==> src/rtl/spi_slave_fsm.sv <==
// SPI slave front end: shifts MOSI into 10-bit command words, shifts 8-bit read data out on MISO,
// and exports the transaction phase as mode_sel for the downstream select mux.
//
// state     | meaning
// ----------+-----------------------------------------------------------
// IDLE      | SS_n high, waiting for a frame
// CHK_CMD   | first bit of the word decides WRITE / READ_ADD / READ_DATA
// WRITE     | receiving a write word
// READ_ADD  | receiving a read-address word; marks an address as seen
// READ_DATA | receiving a read-data word, then waiting for and sending tx_data
module spi_slave_fsm #(
    parameter int RX_W = 10,
    parameter int TX_W = 8
) (
    input  logic            clk,
    input  logic            rst_n,
    input  logic            SS_n,
    input  logic            MOSI,
    input  logic [TX_W-1:0] tx_data,
    input  logic            tx_valid,
    output logic            MISO,
    output logic [RX_W-1:0] rx_data,
    output logic            rx_valid,
    output logic [1:0]      mode_sel
);

    localparam int CNT_W = $clog2(RX_W + 1);
    localparam int TXC_W = $clog2(TX_W + 1);
    localparam logic [CNT_W-1:0] C_LAST = CNT_W'(RX_W - 1);
    localparam logic [CNT_W-1:0] C_FULL = CNT_W'(RX_W);

    typedef enum logic [2:0] {
        IDLE      = 3'b000,
        CHK_CMD   = 3'b001,
        WRITE     = 3'b010,
        READ_ADD  = 3'b011,
        READ_DATA = 3'b100
    } state_t;

    state_t            r_state;
    logic [1:0]        r_mode_sel;
    logic [CNT_W-1:0]  r_cnt;
    logic [RX_W-2:0]   r_shift;
    logic [RX_W-1:0]   r_rx_data;
    logic              r_rx_valid;
    logic              r_addr_seen;
    logic              r_tx_wait;
    logic              r_tx_busy;
    logic [TX_W-1:0]   r_tx_shift;
    logic [TXC_W-1:0]  r_tx_cnt;
    logic              r_miso;
    logic [RX_W-1:0]   w_word;

    assign w_word = {r_shift, MOSI};

    function automatic logic [1:0] mode_of(input state_t s);
        case (s)
            WRITE:     mode_of = 2'b01;
            READ_ADD:  mode_of = 2'b10;
            READ_DATA: mode_of = 2'b11;
            default:   mode_of = 2'b00;
        endcase
    endfunction

    always_ff @(posedge clk) begin
        if (!rst_n) begin
            r_state     <= IDLE;
            r_mode_sel  <= 2'b00;
            r_cnt       <= '0;
            r_shift     <= '0;
            r_rx_data   <= '0;
            r_rx_valid  <= 1'b0;
            r_addr_seen <= 1'b0;
            r_tx_wait   <= 1'b0;
            r_tx_busy   <= 1'b0;
            r_tx_shift  <= '0;
            r_tx_cnt    <= '0;
            r_miso      <= 1'b0;
        end else begin
            r_rx_valid <= 1'b0;
            // Deselect aborts any frame; a partial word is dropped, addr_seen survives.
            if (r_state != IDLE && SS_n) begin
                r_state    <= IDLE;
                r_mode_sel <= mode_of(IDLE);
                r_cnt      <= '0;
                r_shift    <= '0;
                r_tx_wait  <= 1'b0;
                r_tx_busy  <= 1'b0;
                r_miso     <= 1'b0;
            end else begin
                case (r_state)
                    IDLE: begin
                        r_cnt  <= '0;
                        r_miso <= 1'b0;
                        if (!SS_n) begin
                            r_state    <= CHK_CMD;
                            r_mode_sel <= mode_of(CHK_CMD);
                        end
                    end
                    CHK_CMD: begin
                        r_shift   <= {{(RX_W-2){1'b0}}, MOSI};
                        r_cnt     <= CNT_W'(1);
                        r_tx_wait <= 1'b0;
                        r_tx_busy <= 1'b0;
                        r_miso    <= 1'b0;
                        if (!MOSI) begin
                            r_state    <= WRITE;
                            r_mode_sel <= mode_of(WRITE);
                        end else if (!r_addr_seen) begin
                            r_state    <= READ_ADD;
                            r_mode_sel <= mode_of(READ_ADD);
                        end else begin
                            r_state    <= READ_DATA;
                            r_mode_sel <= mode_of(READ_DATA);
                        end
                    end
                    WRITE, READ_ADD, READ_DATA: begin
                        if (r_cnt < C_FULL) begin
                            r_shift <= w_word[RX_W-2:0];
                            r_cnt   <= r_cnt + CNT_W'(1);
                            if (r_cnt == C_LAST) begin
                                r_rx_data  <= w_word;
                                r_rx_valid <= 1'b1;
                                if (r_state == READ_ADD)
                                    r_addr_seen <= 1'b1;
                                if (r_state == READ_DATA) begin
                                    r_addr_seen <= 1'b0;
                                    r_tx_wait   <= 1'b1;
                                end
                            end
                        end
                        // Read data leaves MSB first; tx_valid is honoured once per READ_DATA entry.
                        if (r_state == READ_DATA && r_tx_wait && tx_valid) begin
                            r_tx_wait  <= 1'b0;
                            r_tx_busy  <= 1'b1;
                            r_miso     <= tx_data[TX_W-1];
                            r_tx_shift <= tx_data << 1;
                            r_tx_cnt   <= TXC_W'(TX_W - 1);
                        end else if (r_state == READ_DATA && r_tx_busy) begin
                            if (r_tx_cnt != '0) begin
                                r_miso     <= r_tx_shift[TX_W-1];
                                r_tx_shift <= r_tx_shift << 1;
                                r_tx_cnt   <= r_tx_cnt - TXC_W'(1);
                            end else begin
                                r_miso    <= 1'b0;
                                r_tx_busy <= 1'b0;
                            end
                        end else begin
                            r_miso <= 1'b0;
                        end
                    end
                    default: begin
                        r_state    <= IDLE;
                        r_mode_sel <= mode_of(IDLE);
                        r_cnt      <= '0;
                        r_miso     <= 1'b0;
                    end
                endcase
            end
        end
    end

    assign MISO     = r_miso;
    assign rx_data  = r_rx_data;
    assign rx_valid = r_rx_valid;
    assign mode_sel = r_mode_sel;

endmodule

==> config.mk <==
export PLATFORM = sky130hd
export DESIGN_NAME = spi_slave_fsm
export DESIGN_NICKNAME = d
export VERILOG_FILES = /design/src/rtl/spi_slave_fsm.sv
export SDC_FILE = /design/constraint.sdc
export NUM_CORES = 1
export LEC_CHECK = 0
export CAP_MARGIN = 20
export CORE_ASPECT_RATIO = 0.7
export CORE_MARGIN = 5
export CORE_UTILIZATION = 59
export CTS_BUF_LIST = sky130_fd_sc_hd__clkbuf_8
export CTS_CLUSTER_DIAMETER = 60
export DETAILED_ROUTE_END_ITERATION = 10
export GPL_ROUTABILITY_DRIVEN = 1
export PLACE_DENSITY = 0.85
export SLEW_MARGIN = 30
export SYNTH_ARGS = -nofsm -noshare
export SYNTH_HDL_FRONTEND = slang
export SYNTH_SLANG_ARGS = --single-unit
==> constraint.sdc <==
create_clock -name clk -period 4.1 [get_ports clk]
set_input_delay 0.615 -clock clk [delete_from_list [all_inputs] [get_ports clk]]
set_output_delay 0.615 -clock clk [all_outputs]
set_load 0.05 [all_outputs]
# [Yosys cells after proc, flatten, opt, wreduce, memory -nomap -nowiden]
# Index checks and enable logic that the tools add are counted.
[totals] regBits=45 input_bits=13 output_inout_bits=14 word_cells=86
[classes] add_sub_neg=2 order_cmp=1 n_eq_ne=12 mux=33 bitwise=4 reduce_logical=22
[op_table] operator="2-to-1 mux 8 bit" n=3
[op_table] operator="case mux 9 bit (2 select lines)" n=1
[op_table] operator="2-to-1 mux 4 bit" n=4
[op_table] operator="inequality test 3 bit, second input constant" n=5
[op_table] operator="2-to-1 mux 1 bit" n=14
[op_table] operator="AND reduction 4 bit" n=3
[op_table] operator="2-to-1 mux 3 bit" n=3
[op_table] operator="2-to-1 mux 9 bit" n=1
[op_table] operator="case mux 3 bit (3 select lines)" n=1
[op_table] operator="case mux 4 bit (2 select lines)" n=1
[op_table] operator="nonzero test 2 bit" n=4
[op_table] operator="equality test 3 x 2 -> 1 bit, second input constant" n=2
[op_table] operator="case mux 2 bit (3 select lines)" n=1
[op_table] operator="OR reduction 3 bit" n=2
[op_table] operator="AND reduction 5 bit" n=1
[op_table] operator="adder 4 x 1 -> 4 bit, second input constant" n=1
[op_table] operator="equality test 4 bit, second input constant" n=1
[op_table] operator="logical AND 1 bit" n=4
[op_table] operator="< comparator 4 bit, second input constant" n=1
[op_table] operator="2-to-1 mux 2 bit" n=2
[op_table] operator="inequality test 2 bit, second input constant" n=2
[op_table] operator="inverter 1 bit" n=4
[op_table] operator="case mux 1 bit (2 select lines)" n=2
[op_table] operator="AND reduction 2 bit" n=2
[op_table] operator="9 further kinds" n=9

# [Logic depth before layout (Yosys ltp)]
# Gate-level depths: netlist of the first run.
[logic_depth] depth_word=6 depth_mapped=7

# [Least setup slack after synthesis of the first run]
# Ideal clock, no wire load.
[synth_timing] path_kind="input to register" start="in SS_n" end="reg r_shift[3]" setup_ns=0.117 arrival_time_ns=1.593 required_ns=3.983 path_slack_ns=2.390 path_stages=5 path_buffers=2 cell_sequence="clkbuf_1 -> a21o_1 -> nor2b_1 -> clkbuf_1 -> a22o_2"
[synth_between] elab_chain_cells=2
[synth_lines] element="start, declared" line_no="17" text="input logic SS_n,"
[synth_lines] element="logical AND 1 bit" line_no="82" text="if (r_state != IDLE && SS_n) begin"
[synth_lines] element="OR reduction 2 bit (no line)"
[synth_lines] element="end signal, assigned" line_no="101" text="r_shift <= {{(RX_W-2){1'b0}}, MOSI};"
[synth_lines] element="end signal, assigned" line_no="119" text="r_shift <= w_word[RX_W-2:0];"
[synth_lines] element="end, declared" line_no="43" text="logic [RX_W-2:0] r_shift;"
# No other way between the ends.
# A chain may end at the register's enable or synchronous reset.

# [Worst setup path in the final report of the first run]
[layout_timing] start="reg r_state[2]" end="reg r_rx_data[5] (netlist: rx_data[5])"
[layout_between] elab_chain_cells=4 elab_cells_between_ends=8 classes_between="3 x eq/ne; 1 x bitwise; 4 x reduce/logical"
[layout_lines] element="start, declared" line_no="40" text="state_t r_state;"
[layout_lines] element="start signal, assigned" line_no="67" text="r_state <= IDLE;"
[layout_lines] element="start signal, assigned" line_no="83" text="r_state <= IDLE;"
[layout_lines] element="start signal, assigned" line_no="96" text="r_state <= CHK_CMD;"
[layout_lines] element="parallel branches: the longest is 3 deep, another holds equality test 3 x 2 -> 1 bit"
[layout_lines] element="AND reduction 4 bit (no line) (*)"
[layout_lines] element="end signal, assigned" line_no="122" text="r_rx_data <= w_word;"
[layout_lines] element="end, declared" line_no="44" text="logic [RX_W-1:0] r_rx_data;"
# Every way passes the cells marked *.

==> results of run 1 <==
metrics by stage:
| stage | instances | hold slack [ps] | power, mW | cell area, µm² | util |
|---|---|---|---|---|---|
| after CTS | 289 | 471.6 | 0.8487 | 2401 | 0.7426 |
| final | 289 | 468.4 | 0.8453 | 2401 | 0.7426 |
| after detailed placement | 281 | 457.4 | 0.5127 | 2286 | 0.7070 |
| after global placement | 281 | 451.9 | 0.5122 | 2286 | 0.7070 |
| after floorplan | 221 | 435.3 | 0.4905 | 2042 | - |
| after global routing | 289 | 491.6 | 0.8781 | 2401 | 0.7426 |
logic make-up (layout without fill, tap and decap cells):
family	after synthesis	after routing	synth area share
simple gates	75	75	0.2010
xor+xnor	2	2	0.008580
mux	17	17	0.08333
flops	44	44	0.4314
buf+inv	20	41	0.05147
fa+ha+maj	3	3	0.01838
compound gates	60	60	0.2059
how the worst max path moves through the flow:
stage / endpoint / slack [ps] / cells after the start
2_1_floorplan: r_shift[3] / 2390 / 5
3_3_place_gp: rx_data[3] / 1520 / 4
3_5_place_dp: rx_data[8] / 1490 / 4
4_1_cts: rx_data[5] / 1730 / 4
5_1_grt: rx_data[1] / 1550 / 4
6_report: rx_data[5] / 1740 / 4
state kept, by name (all words and copies together), names as in the netlist:
signal,cells
rx_valid,1
r_state,3
rx_data,10
r_tx_shift,7
r_shift,9
r_tx_wait,1
mode_sel,2
r_tx_cnt,4
r_tx_busy,1
MISO,1
r_addr_seen,1
r_cnt,4
power by group:
part           switching (mW)  internal (mW)  total (mW)
Combinational          0.0338         0.0279      0.0617
Clock                   0.158          0.184       0.341
Sequential             0.0110          0.431       0.442
Total                   0.203          0.643       0.845
routing by layer:
metal / track usage / wire, µm
met5: 0 / 0
met2: 0.2700 / 1855
met1: 0.2747 / 1985
met3: 0.04559 / 336
met4: 0.05542 / 31
layout make-up:
type / count / area share
clock buffer: 5 / 0.02866
tap: 47 / 0.02449
timing repair buffer: 27 / 0.1115
clock inverter: 3 / 0.01928
sequential: 44 / 0.3669
inverter: 6 / 0.009380
multi-input combinational: 157 / 0.4398
worst reg2reg max path: stages, from the launching register on:
cell	delay, ps
dfxtp_1	720
or3b_1	550
a211oi_4	670
mux2i_1	260
nor2_1	60
cell usage in the layout, fill, tap and decap left out, drive strengths merged, types with 2 or more instances in the layout:
cell and instances:
a211oi 4, a31o 2, nand3 7, ha 3
o21ai 12, a31oi 2, nor3 6, nor2b 4
o22ai 7, a21oi 15, a211o 2, nand2b 4
dfxtp 44, a21o 2, or3 2, clkbuf 5
and2 2, nand2 14, nor3b 3, clkdlybuf4s50 26
a22o 8, nor2 23, nor4 2, mux2i 17
inv 6
==> flow_summary.toml, run 1 <==
[synth]
synth_top_cell_area_share = 0.4314
synth_edf_count = 0
yosysTopAreaCell = "dfxtp_1"
synth.area.top_cells = "dfxtp_1, mux2i_1, nor2_1"
seq_area_frac_synth = 0.4314
ys_seq_elements = 44
ys_types = 50
synthFlopType = "dfxtp_1"
synthCells = 221
syn_area_per_cell_um2 = 9.240
syn-num-nets = 237
synth.most_common_cell = "dfxtp_1"
synthTopCellsByCount = "dfxtp_1, nor2_1, mux2i_1, a21oi_1, nand2_1"
syn_area_mm2 = 0.002042
ys_warn_count = 0
synth-async-reset-ratio = 0

[worst_setup_path]
worstPathRequired_ps = 4290
r2r-start = "r_state[2]"
slowest_stage = "dfxtp_1"
worstReg2RegEnd = "rx_data[5]"
worstPathMaxFanout = 21
path_class = "register to register"
reg2reg_slack_ps = 1740
crit_buf_inv = 0
end_kind = "register"
cp_cell_sequence = "or3b_1 -> a211oi_4 -> mux2i_1 -> nor2_1"
cp_top_family = "flip-flops"
reg2reg_depth = 4
worstPathArrival_ps = 2550
cp-start-kind = "register"
slowest_delay_ps = 720
critical_path.startpoint = "r_state[2]"

[die]
io_pins = 27
die_w_um = 80.32
die_y_um = 59.22
fp.dieArea_mm2 = 0.004756
rows = 17
core_area_mm2 = 0.003233
start_util = 0.6316

[clocking]
cts_tree = "done"
cts_max_level = 2
cts-resized-gates = 0
cts_made_buffers = 5
cts.clk_slew.worst_paths_ps = 90
hold_buffers = 0
clk_path_buf_depth = 2
clk_latency_ps = 300
clock-sinks = 44
post-cts-setup-buffer-count = 0
cts_root_buf = "clkbuf_8"

[pwr]
p_leak_nw = 0.8093
ir_worst_vdd_mv = 0.2497
p_per_area_mw_per_mm2 = 352.1

[global_routing]
grt.total_usage = 0.1870
antenna_found_initial = 0
grt_pass1_vias = 1482
grt_max_degree = 25
grt-ovfl-total = 0
grt_pass1_wl_um = 6948

[place]
place_congestion = 0.8729
pre_cts_ws_ps = 1492
hpwl_um = 2984
port-buffer-count = 26

[min_path]
holdPathEnd = "r_tx_shift[1]"
hold_class = "register to register"
min-delay-start = "r_tx_shift[1]"
whs_path_depth = 2

[timing]
setup_tns_ps = 0
clock.fmax_mhz = 424.5
period_minus_slack_ps = 2356
setup_slack_ps = 1744
slew_violations = 0
slew_headroom = 0.5303
setup_violations = 0
timing.final.hold_violations = 0
fin_skew_ps = 13.98
grt_setup_unrepaired = "false"
worstMarginPinSlew_ps = 702.3
period_share = 0.5746

[detailed_routing]
antenna_left = 0
wire_per_inst_um = 14.56
firstDrtPassIters = 4
drcViolationCount = 0
via_count = 1649
routed_wl_um = 4208
viasPerCell = 5.706
drt_iter0_markers = 163

[run]
max-cap-violations = 0

[finish]
final-seq-area_um2 = 880.8
nNetsFinal = 257
synthToLayoutAreaGrowth_pct = 17.59
drive_gt1_frac = 0.07851
final.fill_count = 248
insertedDiodeCount = 0
multi_input_comb_area_mm2 = 0.001056

[run_status]
status = "finished clean"
Note: power is estimated with default switching activity, not from simulation.
==> inputs of run 2 (changes only) <==
--- a/config.mk
+++ b/config.mk
@@ -8,12 +8,12 @@
 export CAP_MARGIN = 20
 export CORE_ASPECT_RATIO = 0.7
 export CORE_MARGIN = 5
-export CORE_UTILIZATION = 59
+export CORE_UTILIZATION = 56
 export CTS_BUF_LIST = sky130_fd_sc_hd__clkbuf_8
 export CTS_CLUSTER_DIAMETER = 60
 export DETAILED_ROUTE_END_ITERATION = 10
 export GPL_ROUTABILITY_DRIVEN = 1
-export PLACE_DENSITY = 0.85
+export PLACE_DENSITY = 0.81
 export SLEW_MARGIN = 30
 export SYNTH_ARGS = -nofsm -noshare
 export SYNTH_HDL_FRONTEND = slang
==> constraint.sdc (replaced) <==
create_clock -name clk -period 2.3 [get_ports clk]
set_input_delay 0.345 -clock clk [delete_from_list [all_inputs] [get_ports clk]]
set_output_delay 0.345 -clock clk [all_outputs]
set_load 0.05 [all_outputs]
==> run 2 against run 1 <==
Compared with the run above: via count increased by 4.5%; total power up 79%; setup slack worse by 1400 ps; non-clock buffer count is 8 higher; cell area rose by 2.7%; wire length up 0.62%; clock power grew 78%; core utilization decreased by 4.1 points; flip-flop and latch count unchanged; combinational power rose by 99%; highest routed layer unchanged.
==> flow_summary.toml, run 2 (synthesis gave the netlist of run 1 again) <==
[timing]
fin_skew_ps = 5.897
setup_tns_ps = 0
worstMarginPinSlew_ps = 508.6
period_minus_slack_ps = 1997
setup_violations = 0
period_share = 0.8683
grt_setup_unrepaired = "false"
slew_violations = 0
clock.fmax_mhz = 500.7
slew_headroom = 0.6602
timing.final.hold_violations = 0

[worst_setup_path]
slowest_stage = "or3b_1"
worstPathMaxFanout = 17
cp_cell_sequence = "or3b_1 -> a21oi_1 -> and2_1 -> o22ai_1"
worstPathArrival_ps = 2170
path_class = "register to register"
cp-start-kind = "register"
slowest_delay_ps = 580
end_kind = "register"
worstPathRequired_ps = 2480

[die]
die_w_um = 82.18
start_util = 0.5812
die_y_um = 60.52
fp.dieArea_mm2 = 0.004973
rows = 18
core_area_mm2 = 0.003513
io_pins = 27

[place]
place_congestion = 0.7934
port-buffer-count = 26
hpwl_um = 3057
dp_cells = 292

[clocking]
cts.clk_slew.worst_paths_ps = 80
clk_latency_ps = 300
hold_buffers = 0
cts_max_level = 2
cts_tree = "done"
clk_path_buf_depth = 2
cts-resized-gates = 0
cts_root_buf = "clkbuf_8"
post-cts-setup-buffer-count = 0
cts_made_buffers = 5
clock-sinks = 44

[run]
max-cap-violations = 0

[pwr]
intPower_mw = 1.153
p_switching_mw = 0.3591
switching_share = 0.2375
p_leak_nw = 0.8505
p_per_area_mw_per_mm2 = 613.4
seq_power_share = 0.517
comb_power_share = 0.082
ir_worst_vdd_mv = 0.4572
clockPowerShare = 0.401

[global_routing]
grt_pass1_wl_um = 7217
antenna_found_initial = 0
grt.total_usage = 0.1922
grt_pass1_vias = 1519
grt-ovfl-total = 0
grt_max_degree = 18

[detailed_routing]
routed_wl_um = 4234
viasPerCell = 5.743
firstDrtPassIters = 4
drcViolationCount = 0
drt_iter0_markers = 142
antenna_left = 0
wire_per_inst_um = 14.11
via_count = 1723

[finish]
nNetsFinal = 265
mostFrequentLayoutCell = "dfxtp_1"
fin_cells = 300
largest_reg_flops = 10
drive_gt1_frac = 0.1080
insertedDiodeCount = 0
synthToLayoutAreaGrowth_pct = 20.71
layout_common_cells = "dfxtp_1, clkdlybuf4s50_1, nor2_1, mux2i_1, a21oi_1"

[run_status]
status = "finished clean"

[min_path]
hold_class = "register to register"
==> run 2: changes by cell type in the layout (fill, tap and decap cells not counted) <==
cell   before  now
buf_4       1    9
==> run 2: power groups by stage <==
stage | clock network (mW) | logic (mW) | registers [mW]
3_5_place_dp | 0 | 0.122 | 0.800
6_report | 0.606 | 0.123 | 0.782
4_1_cts | 0.616 | 0.123 | 0.782
2_1_floorplan | 0 | 0.0748 | 0.800
3_3_place_gp | 0 | 0.121 | 0.800
5_1_grt | 0.653 | 0.134 | 0.784
==> run 2: critical path, delay by kind of cell, from the launching register on <==
kind             cells  cell delay (ps)
AO/OA/AOI/OAI        2              500
flip-flops           1              460
AND/OR/NAND/NOR      2              910
==> run 2: final timing paths <==
check / start / to / slack [ps] / cells after the start
worst max-delay path: r_state[1] / r_tx_shift[6] / 300 / 4
worst min-delay path: r_tx_shift[5] / r_tx_shift[5] / 470 / 2
worst max register to register: r_state[1] / r_tx_shift[6] / 300 / 4
worst min register to register: r_tx_shift[5] / r_tx_shift[5] / 470 / 2
==> run 2: final cells by class <==
| type | count | area [µm²] |
|---|---|---|
| clock inverter | 3 | 46.29 |
| fill | 290 | 1049 |
| multi-input combinational | 157 | 1056 |
| timing repair buffer | 35 | 327.8 |
| tap | 50 | 62.56 |
| sequential | 44 | 880.8 |
| clock buffer | 5 | 68.82 |
| inverter | 6 | 22.52 |
==> run 2: routing by layer <==
| metal | global-route usage | up-vias | wire length (µm) |
|---|---|---|---|
| met4 | 0.08294 | 0 | 73 |
| met1 | 0.2800 | 804 | 2039 |
| met5 | 0 | - | 0 |
| li1 | - | 851 | - |
| met3 | 0.04896 | 8 | 290 |
| met2 | 0.2681 | 60 | 1831 |
==> run 2: stage by stage <==
| step | power [mW] | util | hold slack [ps] | setup WS [ps] | instance area [µm²] |
|---|---|---|---|---|---|
| 4_1_cts | 1.521 | 0.7016 | 470.6 | 312.5 | 2465 |
| 2_1_floorplan | 0.8744 | - | 435.3 | 637.7 | 2042 |
| 6_report | 1.512 | 0.7016 | 468.9 | 302.8 | 2465 |
| 3_5_place_dp | 0.9223 | 0.6688 | 458.6 | 322.3 | 2350 |
| 5_1_grt | 1.571 | 0.7016 | 493.1 | 142.7 | 2465 |
| 3_3_place_gp | 0.9204 | 0.6688 | 450.6 | 360.9 | 2350 |
==> inputs of run 3 (changes only) <==
--- a/config.mk
+++ b/config.mk
@@ -7,14 +7,15 @@
 export LEC_CHECK = 0
 export CAP_MARGIN = 20
 export CORE_ASPECT_RATIO = 0.7
-export CORE_MARGIN = 5
 export CORE_UTILIZATION = 56
 export CTS_BUF_LIST = sky130_fd_sc_hd__clkbuf_8
 export CTS_CLUSTER_DIAMETER = 60
 export DETAILED_ROUTE_END_ITERATION = 10
 export GPL_ROUTABILITY_DRIVEN = 1
 export PLACE_DENSITY = 0.81
+export SKIP_CTS_REPAIR_TIMING = 1
 export SLEW_MARGIN = 30
 export SYNTH_ARGS = -nofsm -noshare
 export SYNTH_HDL_FRONTEND = slang
 export SYNTH_SLANG_ARGS = --single-unit
+export TNS_END_PERCENT = 50
==> run 3 against run 2 <==
Compared with the run above: critical path depth unchanged; flip-flop and latch count is the same; wire length up 9.7%; sequential share of layout area decreased by 0.57 points; final cell count decreased by 1.0%; cell area up 1.6%; maximum frequency is essentially flat; global-route usage up 7.7 points; first-iteration DRC count is 19% higher; clock power rose by 34%; worst hold slack better by 0.55 ps; setup slack lost 2.0 ps.
==> flow_summary.toml, run 3 (synthesis gave the netlist of run 1 again) <==
[run_status]
status = "finished clean"

[finish]
final.fill_count = 237
insertedDiodeCount = 0
multi_input_comb_area_mm2 = 0.001056
drive_gt1_frac = 0.1080
largest_reg_flops = 10
layout_common_cells = "dfxtp_1, clkdlybuf4s50_1, nor2_1, mux2i_1, a21oi_1"
final-seq-area_um2 = 880.8
nNetsFinal = 265
synthToLayoutAreaGrowth_pct = 22.67
mostFrequentLayoutCell = "dfxtp_1"

[clocking]
cts_tree = "done"
cts_max_level = 2
clk_latency_ps = 300
cts.clk_slew.worst_paths_ps = 80
clk_path_buf_depth = 2
cts_made_buffers = 5
clock-sinks = 44
cts_root_buf = "clkbuf_8"

[pwr]
power_mw = 1.719
ir_worst_vdd_mv = 0.5905
p_leak_nw = 0.8739
seq_power_share = 0.455
p_per_area_mw_per_mm2 = 686.2
comb_power_share = 0.074
intPower_mw = 1.370
p_switching_mw = 0.3488
clockPowerShare = 0.471
switching_share = 0.2029

[global_routing]
grt_max_degree = 20
grt-ovfl-total = 0
antenna_found_initial = 0
grt.total_usage = 0.2694
grt_pass1_vias = 1539
grt_pass1_wl_um = 7576

[worst_setup_path]
reg2reg_depth = 4
reg2reg_slack_ps = 300
crit_buf_inv = 0
slowest_stage = "or3b_1"
end_kind = "register"
worstPathRequired_ps = 2480
worstPathArrival_ps = 2170
path_class = "register to register"
worstPathMaxFanout = 15
cp-start-kind = "register"
cp_top_family = "simple AND/OR/NAND/NOR gates"
slowest_delay_ps = 590
worstReg2RegEnd = "r_tx_shift[1]"
cp_cell_sequence = "or3b_1 -> a21oi_1 -> and2_1 -> o21ai_0"
r2r-start = "r_state[1]"

[timing]
clock.fmax_mhz = 500.2
period_share = 0.8692
worstMarginPinSlew_ps = 586.4
slew_headroom = 0.6082
fin_skew_ps = 7.512
setup_violations = 0
timing.final.hold_violations = 0
period_minus_slack_ps = 1999
setup_tns_ps = 0
slew_violations = 0
grt_setup_unrepaired = "false"

[detailed_routing]
drcViolationCount = 0
drt_iter0_markers = 169
viasPerCell = 6.030
via_count = 1791
wire_per_inst_um = 15.63
firstDrtPassIters = 7
antenna_left = 0
routed_wl_um = 4643

[min_path]
whs_path_depth = 2
hold_class = "register to register"
holdPathEnd = "r_tx_shift[4]"
min-delay-start = "r_tx_shift[4]"

[run]
max-cap-violations = 0

[place]
hpwl_um = 3219
port-buffer-count = 26
place_congestion = 0.8423

[die]
die_y_um = 52.52
fp.dieArea_mm2 = 0.003896
start_util = 0.6154
die_w_um = 74.18
io_pins = 27
rows = 17
core_area_mm2 = 0.003318
## run 3: cell types whose count changed in the layout (fill, tap and decap cells not counted)
cell	previous run	this run
bufinv_16	1	3
clkinvlp_4	1	0
inv_6	1	0
## run 3: final cells by class
| type | instances | share of cell area |
|---|---|---|
| clock buffers | 5 | 0.02747 |
| clock inverters | 3 | 0.03596 |
| inverters | 6 | 0.008991 |
| multi-input cells | 157 | 0.4216 |
| flip-flops and latches | 44 | 0.3516 |
| well taps | 47 | 0.02348 |
| repair buffers | 35 | 0.1309 |
## run 3: per-stage QoR
stage               setup slack (ps)  instance area, µm²  utilization  hold WS, ps  std cells
floorplan                      637.7                2042            -        435.3        221
global placement               405.3                2346       0.7070        448.7        289
detailed placement             293.7                2346       0.7070        460.5        289
CTS                            337.1                2505       0.7549        471.9        297
global route                   196.7                2505       0.7549        498.5        297
finish                         300.8                2505       0.7549        469.4        297
## run 3: worst register-to-register path: stages (launching register included)
cell     delay (ps)
dfxtp_1         460
or3b_1          590
a21oi_1         360
and2_1          340
o21ai_0         140
## run 3: power groups by stage
stage | Sequential [mW] | Combinational (mW) | Clock, mW
after detailed placement | 0.799 | 0.125 | 0
final | 0.782 | 0.127 | 0.810
after floorplan | 0.800 | 0.0748 | 0
after global placement | 0.799 | 0.121 | 0
after CTS | 0.781 | 0.126 | 0.819
after global routing | 0.784 | 0.139 | 0.860
## run 3: worst max path at each step
stage,startpoint,end,cells past startpoint
2_1_floorplan,r_state[0],rx_data[0],7
4_1_cts,r_state[1],r_tx_shift[1],4
3_5_place_dp,rst_n,r_shift[5],5
3_3_place_gp,rst_n,r_shift[3],5
5_1_grt,r_state[1],r_tx_shift[2],4
6_report,r_state[1],r_tx_shift[1],4
## run 3: layer usage
| metal | track usage | share of wire | vias to the layer above |
|---|---|---|---|
| met5 | 0 | 0 | - |
| met4 | 0.1250 | 0.025 | 0 |
| met3 | 0.08462 | 0.068 | 18 |
| met2 | 0.4000 | 0.47 | 78 |
| met1 | 0.3552 | 0.44 | 844 |
| li1 | - | - | 851 |
